[config.mk]
export PLATFORM = sky130hd
export DESIGN_NAME = regfile_param
export DESIGN_NICKNAME = d
export VERILOG_FILES = /design/src/rtl/regfile_param.sv
export SDC_FILE = /design/constraint.sdc
export NUM_CORES = 1
export LEC_CHECK = 0
export CAP_MARGIN = 20
export CORE_MARGIN = 2
export CORE_UTILIZATION = 40
export CTS_CLUSTER_DIAMETER = 50
export CTS_CLUSTER_SIZE = 10
export DETAILED_ROUTE_END_ITERATION = 12
export HOLD_SLACK_MARGIN = 0.15
export PLACE_DENSITY_LB_ADDON = 0.08
export SLEW_MARGIN = 15
export SYNTH_ARGS = -nofsm -noshare
export SYNTH_HDL_FRONTEND = slang
export SYNTH_SLANG_ARGS = --single-unit
[constraint.sdc]
create_clock -name clk -period 1.8 [get_ports clk]
set_input_delay 0.36 -clock clk [delete_from_list [all_inputs] [get_ports clk]]
set_output_delay 0.36 -clock clk [all_outputs]
set_load 0.01 [all_outputs]
[src/rtl/regfile_param.sv]
`default_nettype none
// ----------------------------------------------------------------------------
// regfile_param : 2^ADDR_W x DATA_W register file, two registered read ports,
//                 command-bus loading, write-first bypass, CLEAR sequencer.
// Revision 1.0
// ----------------------------------------------------------------------------
module regfile_param #(
   parameter int DATA_W    = 4,
   parameter int ADDR_W    = 4,
   parameter bit ZERO_REG0 = 1'b0
) (
   input  logic              clk,
   input  logic              rst_n,
   input  logic              cmd_valid,
   output logic              cmd_ready,
   input  logic [2:0]        cmd_op,
   input  logic [DATA_W-1:0] cmd_data,
   output logic [DATA_W-1:0] out_r1,
   output logic [DATA_W-1:0] out_r2,
   output logic              busy,
   output logic              wr_done,
   output logic              clr_done
);

   localparam int              DEPTH    = 1 << ADDR_W;
   localparam logic [ADDR_W-1:0] LAST_IDX = ADDR_W'(DEPTH - 1);

   localparam logic [2:0] OP_SET_RR1   = 3'd1;
   localparam logic [2:0] OP_SET_RR2   = 3'd2;
   localparam logic [2:0] OP_SET_WR    = 3'd3;
   localparam logic [2:0] OP_SET_WDATA = 3'd4;
   localparam logic [2:0] OP_WRITE     = 3'd5;
   localparam logic [2:0] OP_CLEAR     = 3'd6;

   typedef enum logic {
      IDLE = 1'b0,
      CLR  = 1'b1
   } state_t;

   state_t            state;
   logic [DATA_W-1:0] mem [DEPTH];
   logic [ADDR_W-1:0] rr1, rr2, wr, cnt;
   logic [DATA_W-1:0] wdata;

   logic              accept;
   logic [ADDR_W-1:0] cmd_addr;
   logic              we;
   logic [ADDR_W-1:0] waddr;
   logic [DATA_W-1:0] wval;
   logic [DATA_W-1:0] r1_next, r2_next;

   assign cmd_ready = (state == IDLE);
   assign busy      = (state == CLR);
   assign accept    = cmd_valid && cmd_ready;
   assign cmd_addr  = cmd_data[ADDR_W-1:0];

   // Single write port shared by WRITE commands and the CLEAR sweep; they never overlap.
   always_comb begin
      we    = 1'b0;
      waddr = wr;
      wval  = wdata;
      if (state == CLR) begin
         we    = 1'b1;
         waddr = cnt;
         wval  = '0;
      end else if (accept && cmd_op == OP_WRITE && !(ZERO_REG0 && wr == '0)) begin
         we = 1'b1;
      end
   end

   always_comb begin
      r1_next = mem[rr1];
      r2_next = mem[rr2];
      if (we && waddr == rr1) r1_next = wval;
      if (we && waddr == rr2) r2_next = wval;
      if (ZERO_REG0 && rr1 == '0) r1_next = '0;
      if (ZERO_REG0 && rr2 == '0) r2_next = '0;
   end

   always_ff @(posedge clk) begin
      if (!rst_n) begin
         state    <= IDLE;
         cnt      <= '0;
         rr1      <= '0;
         rr2      <= '0;
         wr       <= '0;
         wdata    <= '0;
         out_r1   <= '0;
         out_r2   <= '0;
         wr_done  <= 1'b0;
         clr_done <= 1'b0;
         for (int i = 0; i < DEPTH; i++) mem[i] <= '0;
      end else begin
         out_r1   <= r1_next;
         out_r2   <= r2_next;
         wr_done  <= accept && (cmd_op == OP_WRITE);
         clr_done <= 1'b0;
         if (we) mem[waddr] <= wval;

         case (state)
            IDLE: begin
               if (accept) begin
                  case (cmd_op)
                     OP_SET_RR1:   rr1   <= cmd_addr;
                     OP_SET_RR2:   rr2   <= cmd_addr;
                     OP_SET_WR:    wr    <= cmd_addr;
                     OP_SET_WDATA: wdata <= cmd_data;
                     OP_CLEAR: begin
                        state <= CLR;
                        cnt   <= '0;
                     end
                     default: ;
                  endcase
               end
            end
            CLR: begin
               if (cnt == LAST_IDX) begin
                  state    <= IDLE;
                  cnt      <= '0;
                  clr_done <= 1'b1;
               end else begin
                  cnt <= cnt + 1'b1;
               end
            end
            default: state <= IDLE;
         endcase
      end
   end

endmodule
`default_nettype wire

==> flow_summary.yaml <==
grt:
  grt_overflow: 0
  grt_max_degree: 29
  antenna_found_initial: 0
  first_global_vias: 3593
  track_usage_pct: 21.0
  grt_pass1_wl_um: 20000
placement:
  place_hpwl_um: 9410
  gp_congestion: 0.877
  portBuffers: 21
floorplan:
  die_height_um: 114
  start_util_pct: 40.7
  fp.dieW_um: 114
  core_um2: 11900
  dieArea_um2: 13000
  rows: 40
  io_pins: 22
synth:
  synthesis.nets: 425
  syn_area_um2: 4850
  ys_ff_latch: 95
  synth_top_area_share_pct: 39.6
  yosysMostFrequentCell: "nor2_1"
  synth_warnings: 0
  synth-seq-area-share_pct: 52.4
  postSynthCellCount: 414
  synthFlopType: "edfxtp_1"
  synth.distinct_cells: 41
  synth_edf_count: 64
  synth_common_cells: "nor2_1 (87), edfxtp_1 (64), nand2_1 (34), mux4_2 (32), dfxtp_1 (31)"
  synthTopCellsByArea: "edfxtp_1 (40%), mux4_2 (15%), dfxtp_1 (13%), nor2_1 (6.7%), mux2i_1 (3.3%)"
  async_reset_ff_share_pct: 0
  yosys.area.top_type: "edfxtp_1"
  avgSynthCellArea_um2: 11.7
clock_network:
  cts_tree: "built"
  clock_sinks: 95
  cts-root-buf: "clkbuf_16"
  cts_buffers: 9
  clock_latency_ns: 0.35
  htree_num_levels: 3
  clock_path_buffers: 2
  cts_hold_buf: 0
  cts.clk_slew.worst_paths_ns: 0.07
min_path:
  min_path_type: "reg -> reg"
  holdPathStages: 2
power:
  p_sw_w: 0.00110
  power_density_nw_per_um2: 762
  swShare_pct: 22.8
  power_frac_comb_pct: 9.9
  clockPowerShare_pct: 39.3
  ir_worst_vdd_mv: 0.460
  pwr-share-seq_pct: 50.8
  leakagePower_nw: 2.27
  power.internal_w: 0.00371
critical_path:
  end_kind: "flip-flop"
  worst_path_most_repeated_cell: "buf_4"
  crit_path_start_kind: "flip-flop"
  worst_path_max_delay_cell: "dfxtp_4"
  crit_fanout: 8
  crit_arrival_ns: 1.85
  path_class: "reg -> reg"
  reg2reg_depth: 7
  cp.required_ns: 1.86
  path_cells: "buf_4 > buf_4 > or3_1 > o31ai_2 > buf_4 > nand3_2 > nand2_4"
  cpPeakStageDelay_ns: 0.41
layout:
  layout-area-overhead-vs-synth_pct: 30.1
  final_core_util_pct: 53.0
  n_fill_cell: 1038
  antenna_cells: 0
  layout-drive-gt1-share_pct: 37.3
  nets: 499
detailed_routing:
  drt-initial-drc-count: 250
  routed_via_density: 5.52
  drtPass1Iterations: 4
  routed-via-count: 3530
  drc_errors: 0
  wirelength_um: 13100
  final_antenna_net_count: 0
  wire_per_inst_um: 20.4
status:
  status: "finished, final reports clean"
sta:
  fmax_mhz: 559
  worst_clock_skew_ns: 0.00698
  drv_slew: 0
  tightestPinTransition_ns: 0.557
  post-route-min-period_ns: 1.79
  setup_tns_ns: 0
  relSlewSlack_pct: 62.6
  finalHoldViolCount: 0
  setup_viol: 0
  rsz0062_at_grt: "yes"
  finalCritPeriodShare_pct: 99.4
run:
  cap_violations: 0
==> power by group through the flow <==
| stage | Clock (W) | Sequential (W) | Combinational (W) |
|---|---|---|---|
| 2_1_floorplan | 0 | 0.00247 | 0.000237 |
| 3_3_place_gp | 0 | 0.00249 | 0.000422 |
| 3_5_place_dp | 0 | 0.00249 | 0.000424 |
| 4_1_cts | 0.00192 | 0.00244 | 0.000437 |
| 5_1_grt | 0.00200 | 0.00245 | 0.000511 |
| 6_report | 0.00189 | 0.00244 | 0.000478 |
==> worst paths after layout <==
check,endpoint,from,slack (ns)
setup / recovery,mem[8][1],busy,0.01
hold / removal,wdata[0],wdata[0],0.51
setup reg to reg,mem[8][1],busy,0.01
hold reg to reg,wdata[0],wdata[0],0.51
==> sequential cells by signal, indices dropped and copies added, names as in the netlist, 4 cells and up <==
register and cells:
mem 64, cnt 4, out_r1 4, out_r2 4
rr1 4, rr2 4, wdata 4, wr 4
==> repair_timing <==
action,CTS,global route
endpoints found under the setup margin,82,115
gates resized for setup,20,62
hold endpoints to repair,0,0
setup buffers,1,1
gates cloned,1,1
pin swaps,1,15
==> layout make-up <==
type | count | area [um2] | area share, %
flip-flops and latches | 95 | 2550 | 40.4
multi-input cells | 289 | 2420 | 38.4
repair buffers | 87 | 833 | 13.2
clock buffers | 13 | 282 | 4.46
well taps | 147 | 184 | 2.91
inverters | 6 | 22.5 | 0.357
clock inverters | 3 | 15.0 | 0.238
==> per-layer routing <==
layer  GRT usage (%)  up-vias  routed length [um]
li1                -     1683                   -
met3            3.71       18                 516
met4            9.35        0                 290
met5               0        -                   0
met2            34.3       87                6440
met1            27.7     1742                5810
==> kinds of logic (layout without fill, tap and decap cells) <==
kind of cell,count (synthesis),after routing,share of synthesized area (%)
adder cells (fa/ha/maj),1,1,0.258
XOR/XNOR,8,8,1.44
buffers and inverters,30,109,3.56
flip-flops,95,95,52.4
AND/OR/NAND/NOR,176,176,16.2
AO/OA/AOI/OAI,52,52,6.88
multiplexers,52,52,19.3
==> critical path, delay by kind of cell, from the launching register on <==
family,cells,cell delay (ns)
DFF,1,0.41
AOI/OAI and AO/OA,1,0.07
buffers and inverters,3,0.47
and+or+nand+nor,3,0.55
==> placed cells by master, fill, tap and decap left out, types with 11 or more instances in the layout <==
| cell type | instances |
|---|---|
| buf_4 | 52 |
| clkdlybuf4s50_1 | 19 |
| dfxtp_1 | 27 |
| edfxtp_1 | 64 |
| mux2i_1 | 16 |
| mux4_2 | 32 |
| nand2_1 | 21 |
| nand2_2 | 13 |
| nand3_1 | 13 |
| nand3_2 | 11 |
| nor2_1 | 81 |
==> per-stage QoR <==
| step | area [um2] | setup WS, ns | cells | hold WS (ns) | total power (W) |
|---|---|---|---|---|---|
| after CTS | 6050 | -0.00266 | 638 | 0.506 | 0.00479 |
| final | 6310 | 0.0111 | 640 | 0.506 | 0.00481 |
| after detailed placement | 5660 | -0.380 | 620 | 0.489 | 0.00291 |
| after global routing | 6310 | -0.0498 | 640 | 0.581 | 0.00496 |
| after global placement | 5660 | -0.348 | 620 | 0.480 | 0.00291 |
| after floorplan | 4860 | 0.0302 | 414 | 0.463 | 0.00271 |
No activity file was read; power rests on OpenSTA's default activity.
